[src/rtl/rr_dff_arb_pkg.sv]
// Shared types and helpers for the round-robin shared-register arbiter.
// Optional lock mode is enabled in the top with RR_DFF_ARB_LOCK_EN.
package rr_dff_arb_pkg;

    localparam int N_REQ_DEF = 4;
    localparam int WIDTH_DEF = 8;

    typedef enum logic [1:0] {
        IDLE   = 2'd0,
        GRANT  = 2'd1,
        LOCKED = 2'd2
    } state_t;

    // Sized for the largest supported requester count (16).
    function automatic logic [15:0] onehot(input logic [3:0] idx);
        onehot = 16'h0001 << idx;
    endfunction

endpackage

[src/rtl/rr_dff_arbiter_pick.sv]
// Combinational round-robin picker: first set req bit at or after ptr,
// found by rotating a doubled request vector and priority-encoding it.
module rr_pick #(
    parameter int N_REQ = 4,
    parameter int IDW   = $clog2(N_REQ)
) (
    input  logic [N_REQ-1:0] req,
    input  logic [IDW-1:0]   ptr,
    output logic             any,
    output logic [IDW-1:0]   win
);

    logic [2*N_REQ-1:0] dbl;
    logic [N_REQ-1:0]   rot;
    logic [IDW-1:0]     off;
    logic [IDW:0]       sum;

    always_comb begin
        dbl = {req, req};
        rot = N_REQ'(dbl >> ptr);
        any = |req;
        off = '0;
        // Descending scan so the lowest rotated offset wins.
        for (int i = N_REQ - 1; i >= 0; i--) begin
            if (rot[i]) off = IDW'(i);
        end
        sum = {1'b0, ptr} + {1'b0, off};
        win = (sum >= (IDW+1)'(N_REQ)) ? IDW'(sum - (IDW+1)'(N_REQ)) : sum[IDW-1:0];
    end

endmodule

[src/rtl/rr_dff_arbiter.sv]
// Round-robin write scheduler for one shared WIDTH-bit register.
// Define RR_DFF_ARB_LOCK_EN to add the 'lock' port and LOCKED state.
module rr_dff_arbiter
    import rr_dff_arb_pkg::*;
#(
    parameter  int N_REQ = N_REQ_DEF,
    parameter  int WIDTH = WIDTH_DEF,
    localparam int IDW   = $clog2(N_REQ)
) (
    input  logic               CLK,
    input  logic               RST_n,
`ifdef RR_DFF_ARB_LOCK_EN
    input  logic               lock,
`endif
    input  logic [N_REQ-1:0]       req,
    input  logic [N_REQ*WIDTH-1:0] wdata,
    output logic [N_REQ-1:0]       gnt,
    output logic [WIDTH-1:0]       Q,
    output logic [IDW-1:0]         owner,
    output logic                   valid
);

    state_t           state;
    logic [IDW-1:0]   ptr;
    logic [IDW-1:0]   pick_ptr;
    logic [IDW-1:0]   pick_w;
    logic [IDW-1:0]   sel;
    logic             any;
    logic             lock_in;
    logic             lock_hold;

    function automatic logic [IDW-1:0] inc(input logic [IDW-1:0] p);
        inc = (p == IDW'(N_REQ - 1)) ? '0 : p + 1'b1;
    endfunction

`ifdef RR_DFF_ARB_LOCK_EN
    assign lock_in   = lock;
    assign lock_hold = (state == LOCKED) && lock && req[owner];
`else
    assign lock_in   = 1'b0;
    assign lock_hold = 1'b0;
`endif

    // ptr is frozen at the owner while locked; on release the search restarts after it.
    assign pick_ptr = (state == LOCKED) ? inc(ptr) : ptr;

    rr_pick #(.N_REQ(N_REQ), .IDW(IDW)) u_pick (
        .req (req),
        .ptr (pick_ptr),
        .any (any),
        .win (pick_w)
    );

    assign sel = lock_hold ? owner : pick_w;

    always_ff @(posedge CLK or negedge RST_n) begin
        if (!RST_n) begin
            Q     <= '0;
            gnt   <= '0;
            owner <= '0;
            valid <= 1'b0;
            ptr   <= '0;
            state <= IDLE;
        end else if (any) begin
            Q     <= wdata[sel*WIDTH +: WIDTH];
            gnt   <= N_REQ'(onehot(4'(sel)));
            owner <= sel;
            valid <= 1'b1;
            if (lock_in) begin
                ptr   <= sel;
                state <= LOCKED;
            end else begin
                ptr   <= inc(sel);
                state <= GRANT;
            end
        end else begin
            gnt   <= '0;
            state <= IDLE;
            if (state == LOCKED) ptr <= inc(ptr);
        end
    end

    a_gnt_onehot: assert property (@(posedge CLK) disable iff (!RST_n) $onehot0(gnt));
    a_state_gnt:  assert property (@(posedge CLK) disable iff (!RST_n)
                                   ((state == IDLE) == (gnt == '0)));

endmodule

[config.mk]
export PLATFORM = sky130hd
export DESIGN_NAME = rr_dff_arbiter
export DESIGN_NICKNAME = d
export VERILOG_FILES = /design/src/rtl/rr_dff_arb_pkg.sv /design/src/rtl/rr_dff_arbiter_pick.sv /design/src/rtl/rr_dff_arbiter.sv
export SDC_FILE = /design/constraint.sdc
export NUM_CORES = 1
export LEC_CHECK = 0
export CAP_MARGIN = 20
export CORE_MARGIN = 4
export CORE_UTILIZATION = 41
export DETAILED_ROUTE_END_ITERATION = 10
export MAX_ROUTING_LAYER = met4
export PLACE_DENSITY = 0.81
export RECOVER_POWER = 100
export SKIP_LAST_GASP = 1
export SLEW_MARGIN = 20
export SYNTH_ARGS = -nofsm -noshare
export SYNTH_HDL_FRONTEND = slang
export SYNTH_SLANG_ARGS = --single-unit
[constraint.sdc]
create_clock -name CLK -period 3.7 [get_ports CLK]
set_clock_uncertainty 0.15 [all_clocks]
set_input_delay 0.37 -clock CLK [delete_from_list [all_inputs] [get_ports CLK]]
set_output_delay 0.37 -clock CLK [all_outputs]
set_load 0.01 [all_outputs]
==> results.toml <==
[sta]
hold_viol = 0
rsz0062_at_grt = "no"
setup_tns_ns = 0
fmax_ghz = 0.315
finalCritPeriodShare_pct = 85.9
setup_viol = 0
slew-limit-headroom_pct = 24.5
worst_pin_slew_ns = 1.13
slew_viol_final = 0
fin_crit_ns = 3.18

[routing]
routed_wl_um = 2820
viasPerCell = 5.58
ant_nets = 0
drtPass1Iterations = 4
vias = 1105
wire_per_inst_um = 14.2
drcViolationCount = 0
drt_iter0_drc = 17

[global_route]
grt_remaining_overflow = 0
grt_pass1_wl_um = 4390
antenna_found_initial = 0
grt_pass1_vias = 1029
grt_max_degree = 30
grt_util_all_layers_pct = 16.1

[power_and_ir_drop]
power_frac_comb_pct = 68.1
p_int_uw = 801
p_leak_nw = 0.690
switchingPower_uw = 595
switching_share_pct = 42.7
seqPwrFrac_pct = 24.7
p_per_area_mw_per_mm2 = 830
ir_drop_mv = 0.638
p_clk_share_pct = 7.1

[clock_tree]
cts-resized-gates = 0
cts_hold_buffers = 0
cts_made_buffers = 3
cts_root_buffer = "clkbuf_4"
clkLatencyLatePin_ns = 0.28
cts_buffer_depth = 2
cts_tree = "built"
h-tree-depth = 1
clock-sinks = 17
path_clk_slew_ns = 0.10
cts_setup_buffers = 0

[final_layout]
final_core_util_pct = 65.5
syn_to_final_growth_pct = 47.7
n_antenna_cell = 0
final_area_mm2 = 0.00168
fillCellCount = 216
fin_nets = 209
drive_above_1_share_pct = 8.33

[floorplanning]
coreArea_mm2 = 0.00257
row_count = 18
dieArea_mm2 = 0.00368
die_w_um = 60.7
start_util_pct = 44.3
die_h_um = 60.7
io_pins = 53

[place]
gp_congestion = 0.817
dpl_cell_area_mm2 = 0.00166
port_buffers = 52
dpl.hpwl_um = 2250

[min_path]
hold_class = "flop to flop"

[yosys]
syn_nets = 161
yosysWarningCount = 0
post_synth.cell_area_avg_um2 = 9.41
netlist_area_mm2 = 0.00114
seq_area_frac_synth_pct = 37.4
ys_ff_latch = 17
synth.distinct_cells = 30
syn_inst = 121

[critical_path]
startpoint_type = "input port"
arrival_ns = 3.22
worst_setup_path_end_kind = "flop"
crit_path_max_fanout = 19
required_ns = 3.74
worstSetupPathType = "input port to flop"

[run_status]
status = "finished, final reports clean"

[job]
drv_cap = 0
cell usage in the layout (no fill, tap or decap), drive strengths merged, types with 2 or more instances in the layout:
master          n
clkdlybuf4s50  34
nand2          21
dlygate4sd3    18
dfrtp          17
nor2b          10
o31ai           9
a221oi          8
mux2i           8
and3            8
nor2            5
clkbuf          5
nand2b          3
o221ai          2
nor3            2
or3b            2
ha              2
o21ai           2
logic make-up (layout without fill, tap and decap cells):
kind of cell               after synthesis  in the layout  share of synthesized area, %
adders and majority gates                2              2                          2.20
and+or+nand+nor                         55             55                          24.8
muxes                                    9              9                          8.35
DFF                                     17             17                          37.4
AOI/OAI and AO/OA                       26             26                          21.3
xor gates and xnor gates                 1              1                         0.769
buffers and inverters                   11             58                          5.17
power groups by stage:
stage,Sequential (mW),Combinational (mW),Clock (mW)
final,0.345,0.951,0.0994
after global routing,0.360,1.05,0.106
after CTS,0.350,0.987,0.0988
after detailed placement,0.354,0.985,0
after global placement,0.347,0.949,0
after floorplan,0.360,0.704,0
flip-flops by register name, indices dropped and copies added (netlist names):
signal / count
owner: 2
gnt: 4
valid: 1
Q: 8
ptr: 2
final timing paths:
kind | start | endpoint | slack, ns | depth (start not counted)
worst min register to register | valid$_DFFE_PN0P_ | valid$_DFFE_PN0P_ | 0.33 | 1
worst max-delay path | req[0] | ptr[0]$_DFFE_PN0P_ | 0.52 | 11
max in group asynchronous | RST_n | Q[6]$_DFFE_PN0P_ | 2.51 | 1
min in group asynchronous | RST_n | gnt[0]$_DFF_PN0_ | 0.43 | 1
worst max register to register | ptr[0]$_DFFE_PN0P_ | ptr[0]$_DFFE_PN0P_ | 0.69 | 10
worst min-delay path | valid$_DFFE_PN0P_ | valid$_DFFE_PN0P_ | 0.33 | 1
per-stage QoR:
| stage | instances | total power [mW] | hold slack [ns] | worst slack (ns) |
|---|---|---|---|---|
| finish | 198 | 1.40 | 0.328 | 0.522 |
| global route | 198 | 1.52 | 0.353 | 0.190 |
| CTS | 198 | 1.44 | 0.335 | 0.608 |
| detailed placement | 194 | 1.34 | 0.312 | 0.305 |
| global placement | 194 | 1.30 | 0.311 | 0.435 |
| floorplan | 121 | 1.06 | -0.0756 | 0.879 |
layout make-up:
cell class / count / area, um^2 / share of cell area [%]
Timing Repair Buffer: 54 / 532 / 31.6
Tap cell: 30 / 37.5 / 2.23
Sequential cell: 17 / 425 / 25.3
Multi-Input combinational cell: 93 / 661 / 39.3
Clock buffer: 4 / 26.3 / 1.56
cells in the mapped netlist (all sizes together):
| cell | count | area, um^2 |
|---|---|---|
| nand2 | 21 | 78.8 |
| clkbuf | 7 | 26.3 |
| o31ai | 9 | 103 |
| buf | 4 | 32.5 |
| nor4 | 1 | 6.26 |
| o21ai | 2 | 13.8 |
| or2 | 1 | 6.26 |
| mux2 | 1 | 15.0 |
| a221oi | 8 | 70.1 |
| xnor2 | 1 | 8.76 |
| and3 | 8 | 50.1 |
| mux2i | 8 | 80.1 |
| or3 | 1 | 6.26 |
| o221ai | 2 | 17.5 |
| nand2b | 3 | 18.8 |
| dfrtp | 17 | 425 |
| or3b | 2 | 17.5 |
| a31oi | 1 | 6.26 |
| nor2b | 10 | 62.6 |
| a32o | 1 | 10.0 |
| nor3 | 2 | 10.0 |
| a21oi | 1 | 5.00 |
| nor3b | 1 | 7.51 |
| ha | 2 | 25.0 |
| nor2 | 5 | 18.8 |
| a211oi | 1 | 7.51 |
| a221o | 1 | 10.0 |
routing by layer:
| layer | GRT usage [%] | share of wire, % | routed length, um | up-vias |
|---|---|---|---|---|
| li1 | - | - | - | 540 |
| met1 | 17.8 | 39 | 1090 | 521 |
| met2 | 28.5 | 55 | 1550 | 36 |
| met3 | 1.70 | 4.2 | 117 | 8 |
| met4 | 7.74 | 2.3 | 65 | 0 |
| met5 | - | 0 | 0 | - |
worst max-delay path: stages:
cell,delay (ns)
dlygate4sd3_1,0.67
nor2_1,0.07
a221o_1,0.35
nand2_1,0.07
o221ai_1,0.10
ha_1,0.21
xnor2_1,0.19
or3_1,0.49
nand2_1,0.19
ha_1,0.27
o31ai_1,0.24
(Power assumes the default switching activity.)
==> RTL edit 1, RTL diff (same flow settings) <==
The package constant `N_REQ_DEF` goes from 4 to 8.
--- a/src/rtl/rr_dff_arb_pkg.sv
+++ b/src/rtl/rr_dff_arb_pkg.sv
@@ -2,7 +2,7 @@
 // Optional lock mode is enabled in the top with RR_DFF_ARB_LOCK_EN.
 package rr_dff_arb_pkg;
 
-    localparam int N_REQ_DEF = 4;
+    localparam int N_REQ_DEF = 8;
     localparam int WIDTH_DEF = 8;
 
     typedef enum logic [1:0] {
Ports: changed (resized gnt, owner, req and wdata); port bits go from 53 to 94. The function was not compared with the original's and may differ.
==> RTL edit 1 against the original RTL <==
  * The flow now finishes with violations (negative setup slack)
  * Setup slack worse by 750 ps
  * Sequential cell count rose by 6
  * Area after synthesis up 71%
  * Sequential power increased by 36%
  * Wire length grew 130%
  * Cell area increased by 110%
  * Power rose to 3.2 times the old value
  * Highest routed layer unchanged
  * Synthesized cell count up 53%
==> RTL edit 1: results (changes against the original RTL) <==
- Distinct cells, synth: 48 (+60%)
- CP top delay family: compound AO/OA/AOI/OAI gates
- FF-to-FF End: Q[0]
- Primary FF master, synth: dfrtp_1
- Clk root buf: clkbuf_8
- Via count: 2156 (+95%)
- Reg2Reg Depth: 14 (+4)
- Failing checks: negative setup slack
- Sequential fraction of the synthesis area: 0.295 (-0.0786)
- Largest registers: Q (8), gnt (8)
- First-pass GRT wire length: 10200 µm (+130%)
- Drt first pass iters: 4 (unchanged)
- Final setup violation count: 16 (+16)
- Async SR Flop Fraction: 1.00 (unchanged)
- Worst Hold Launch: valid
- GR Util met1: 0.241 (+0.0636)
- WHS Endpoint: valid
- Status: finished with violations
- Area of placed instances: 3310 µm² (+100%)
- Leakage power: 1.43 nW (+110%)
- Post-DP HPWL: 4990 µm (+120%)
- Syn Inst Count: 185 (+53%)
- Vias in the first global route: 2286 (+120%)
- Top post-synthesis cells by count: 23 x dfrtp_1, 19 x mux4_2, 16 x nor2_1
- Slew @ Worst Pin: 1210 ps (+77.1 ps)
- Worst setup path class: flop to flop
- Setup ws final: -229 ps (-751 ps)
- Gr usage total: 0.217 (+0.0561)
- Placed cells: 358 (+85%)
- Peak supply drop: 0.000795 V (+25%)
- R2r startpoint: ptr[0]
- Post-Syn Nets: 264 (+64%)
- Via density: 5.89 (+5.6%)
- Setup tns final: -2410 ps (-2410 ps)
- Starting DRT DRC Count: 69 (+52)
- Dpl ws: -459 ps (-764 ps)
- Synth area leaders: dfrtp_1 30%, mux4_2 22%, a211oi_1 3.5%, nor2_1 3.1%, a31oi_1 2.6%
- Met3 Use GR: 0.0363 (+0.0193)
- Routed WL: 6360 µm (+130%)
- Layout cells sized above 1: 0.350 (+0.267)
- GPL Wtd Cong: 0.912 (+12%)
- Pin count of the biggest net entering global routing: 32 (+6.7%)
- M2 GR Usage: 0.400 (+0.114)
- Fin nets: 394 (+89%)
- WP data arrival: 3890 ps (+670 ps)
- Maximum fanout along the worst path: 7 (-12)
- Port Buffers: 93 (+79%)
- CP max-delay cell: fa_2
- Number of cells on the worst hold path: 1 (unchanged)
[RTL edit 1: cell types whose count changed after synthesis, moves of 8 or more]
cell / before / now
a211oi_1: 1 / 9
a221oi_1: 8 / 0
mux4_2: 0 / 19
nand2_1: 21 / 11
nand3_1: 0 / 10
nor2_1: 5 / 16
o21ai_1: 0 / 8
[RTL edit 1: stage by stage]
stage	hold WS, ps	total power, W
5_1_grt	341	0.00476
2_1_floorplan	-75.6	0.00281
4_1_cts	326	0.00433
6_report	315	0.00442
3_3_place_gp	302	0.00382
3_5_place_dp	306	0.00393
[RTL edit 1: report_power, final]
group          leakage [nW]  internal, W  switching [W]  total [W]
clock                0.0255    0.0000753      0.0000861   0.000161
sequential            0.281     0.000395      0.0000732   0.000469
combinational          1.13      0.00210        0.00168    0.00379
total                  1.43      0.00257        0.00184    0.00442
[RTL edit 1: cell type report]
class / instances / area [µm²]
Multi-Input combinational cell: 143 / 1460
Timing Repair Buffer: 137 / 1320
Fill cell: 267 / 976
Sequential cell: 23 / 577
Tap cell: 52 / 65.1
Clock buffer: 3 / 41.3
Inverter: 7 / 31.3
Clock inverter: 1 / 5.00
[RTL edit 1: per-layer routing]
metal,routed length [µm],vias up
li1,-,993
met1,2420,1038
met2,3320,109
met3,446,16
met4,166,0
met5,0,-
[RTL edit 1: kinds of logic after synthesis]
logic type | after synthesis | synth area share
compound gates | 57 | 0.230
xor+xnor | 2 | 0.00898
fa+ha+maj | 5 | 0.0359
buf+inv | 19 | 0.0410
flops | 23 | 0.295
mux | 25 | 0.251
simple gates | 54 | 0.137
[RTL edit 1: what timing repair did]
item                                   CTS  global route
pin swaps                               14            14
endpoints found under the hold margin    0            23
setup endpoints to repair               16            21
gates cloned                             1             0
resized for setup                       14            16
hold buffers                             0             1
setup buffers                            1             1
==> RTL edit 2, RTL diff (config.mk and constraints unchanged) <==
Without the edit above. Reset style: synchronous (`RST_n`), changed in one clocked block.
--- a/src/rtl/rr_dff_arbiter.sv
+++ b/src/rtl/rr_dff_arbiter.sv
@@ -53,7 +53,7 @@
 
     assign sel = lock_hold ? owner : pick_w;
 
-    always_ff @(posedge CLK or negedge RST_n) begin
+    always_ff @(posedge CLK) begin
         if (!RST_n) begin
             Q     <= '0;
             gnt   <= '0;
Formal check against the unedited RTL: differs if RST_n is asserted again (counterexample within 4 cycles, from zero or initial values and one cycle with RST_n low); with RST_n held inactive, the same outputs for 10 cycles.
==> RTL edit 2 against the original RTL <==
  * Sequential power shrank 6%
  * Area after synthesis grew 9.9%
  * First-iteration DRC count grew 88%
  * Register-to-register slack gained 150 ps
  * Via count grew 9.7%
  * Setup slack gained 79 ps
  * Wire length grew 19%
  * Cell area grew 4.7%
  * Sequential cell count is the same
  * Non-clock buffer count grew 2
  * Hold slack gained 1.8 ps
  * Power shrank 5.9%
  * Critical endpoint is now Q[2]
  * Largest power group unchanged
  * Highest routed layer unchanged
==> RTL edit 2: results (changes against the original RTL) <==
- Peak supply drop: 0.000373 V (-42%)
- CP top delay family: compound AO/OA/AOI/OAI gates
- Vias in the first global route: 1243 (+21%)
- Sequential fraction of the synthesis area: 0.272 (-0.102)
- Status: complete, no violations
- Via density: 5.74 (+2.9%)
- Seq power: 0.000326 W (-6%)
- P per Cell Area: 747 nW/µm² (-10%)
- Leakage power: 0.704 nW (+1.9%)
- Filler cell count: 251 (+16%)
- Synth area leaders: dfxtp_1 27%, mux2_2 14%, a22o_1 6.3%, a221o_2 5.4%, a22oi_1 4.8%
- Yosys warns: 0 (unchanged)
- Switching Power: 0.000523 W (-12%)
- Async SR Flop Fraction: 0 (-1.00)
- Starting DRT DRC Count: 32 (+15)
- Pin count of the biggest net entering global routing: 20 (-33%)
- First-pass GRT wire length: 5750 µm (+31%)
- CTS clk-pin slew, worst paths: 100 ps (about the same)
- Gr usage total: 0.179 (+0.0181)
- Primary FF master, synth: dfxtp_1
- GPL Wtd Cong: 0.966 (+18%)
- Clk buf depth: 2 (unchanged)
- Post-Syn Nets: 175 (+8.7%)
- Top post-synthesis cells by count: 17 x dfxtp_1, 16 x mux2_2, 11 x nand2_1
- Initial antenna violation count: 0 (unchanged)
- Syn_area_per_cell: 9.20 µm² (-2.2%)
- Fin nets: 220 (+5.3%)
- Clk pwr: 0.000103 W (+4%)
- Routed WL: 3360 µm (+19%)
- Slew headroom: 0.451 (+0.205)
- WP data arrival: 3140 ps (-80 ps)
- Post-CTS setup repair buffer count: 0 (unchanged)
- Layout cells sized above 1: 0.172 (+0.0889)
- Placed cells: 206 (+6.2%)
- CP max-delay cell: dlygate4sd3_1
- Distinct cells, synth: 42 (+40%)
- CP peak stage delay: 730 ps (+60 ps)
- Clk root buf: clkbuf_4
- Post-DP HPWL: 2530 µm (+13%)
- Drt wl/cell: 15.9 µm (+12%)
RTL edit 2: cell count changes after synthesis, sizes merged, moves of 9 or more:
cell and change:
dfrtp -17, dfxtp +17, mux2 +15, nand2 -10
a22o +9
RTL edit 2: layout make-up:
| cell class | instances | share of cell area |
|---|---|---|
| Multi-Input combinational cell | 102 | 0.461 |
| Timing Repair Buffer | 56 | 0.306 |
| Sequential cell | 17 | 0.193 |
| Tap cell | 31 | 0.0220 |
| Clock buffer | 3 | 0.0128 |
| Clock inverter | 1 | 0.00284 |
| Inverter | 1 | 0.00213 |
RTL edit 2: metrics by stage:
stage | util | cell area, µm² | worst slack [ps]
floorplan | - | 1250 | 745
global placement | 0.614 | 1740 | 411
detailed placement | 0.614 | 1740 | 333
CTS | 0.624 | 1760 | 643
global route | 0.622 | 1760 | 464
finish | 0.622 | 1760 | 601
RTL edit 2: layer usage:
metal | part of all wire | GRT usage
met3 | 0.045 | 0.0515
met1 | 0.43 | 0.203
met2 | 0.52 | 0.316
met5 | 0 | -
met4 | 0.0056 | 0.0296
RTL edit 2: worst register-to-register path, cell delays in order (launching register included):
cell and delay (ps):
dfxtp_1 560, nor2_1 130, a221oi_1 300, o211ai_1 130, ha_1 290, buf_4 250
mux2_2 380, a221o_2 390, a22o_1 200
RTL edit 2: worst paths after layout:
path / slack [ps] / startpoint / end / depth (start not counted)
min: 330 / valid / valid / 1
max reg2reg: 840 / ptr[0] / Q[2] / 8
max: 600 / req[0] / Q[2] / 9
min reg2reg: 330 / valid / valid / 1
RTL edit 2: logic make-up after synthesis:
kind of cell             Yosys count  synth area share
flip-flops                        17             0.272
XOR/XNOR                           3            0.0210
adder cells (fa/ha/maj)            1            0.0100
AND/OR/NAND/NOR                   36             0.150
buffers and inverters             17            0.0800
AO/OA/AOI/OAI                     42             0.291
multiplexers                      20             0.176
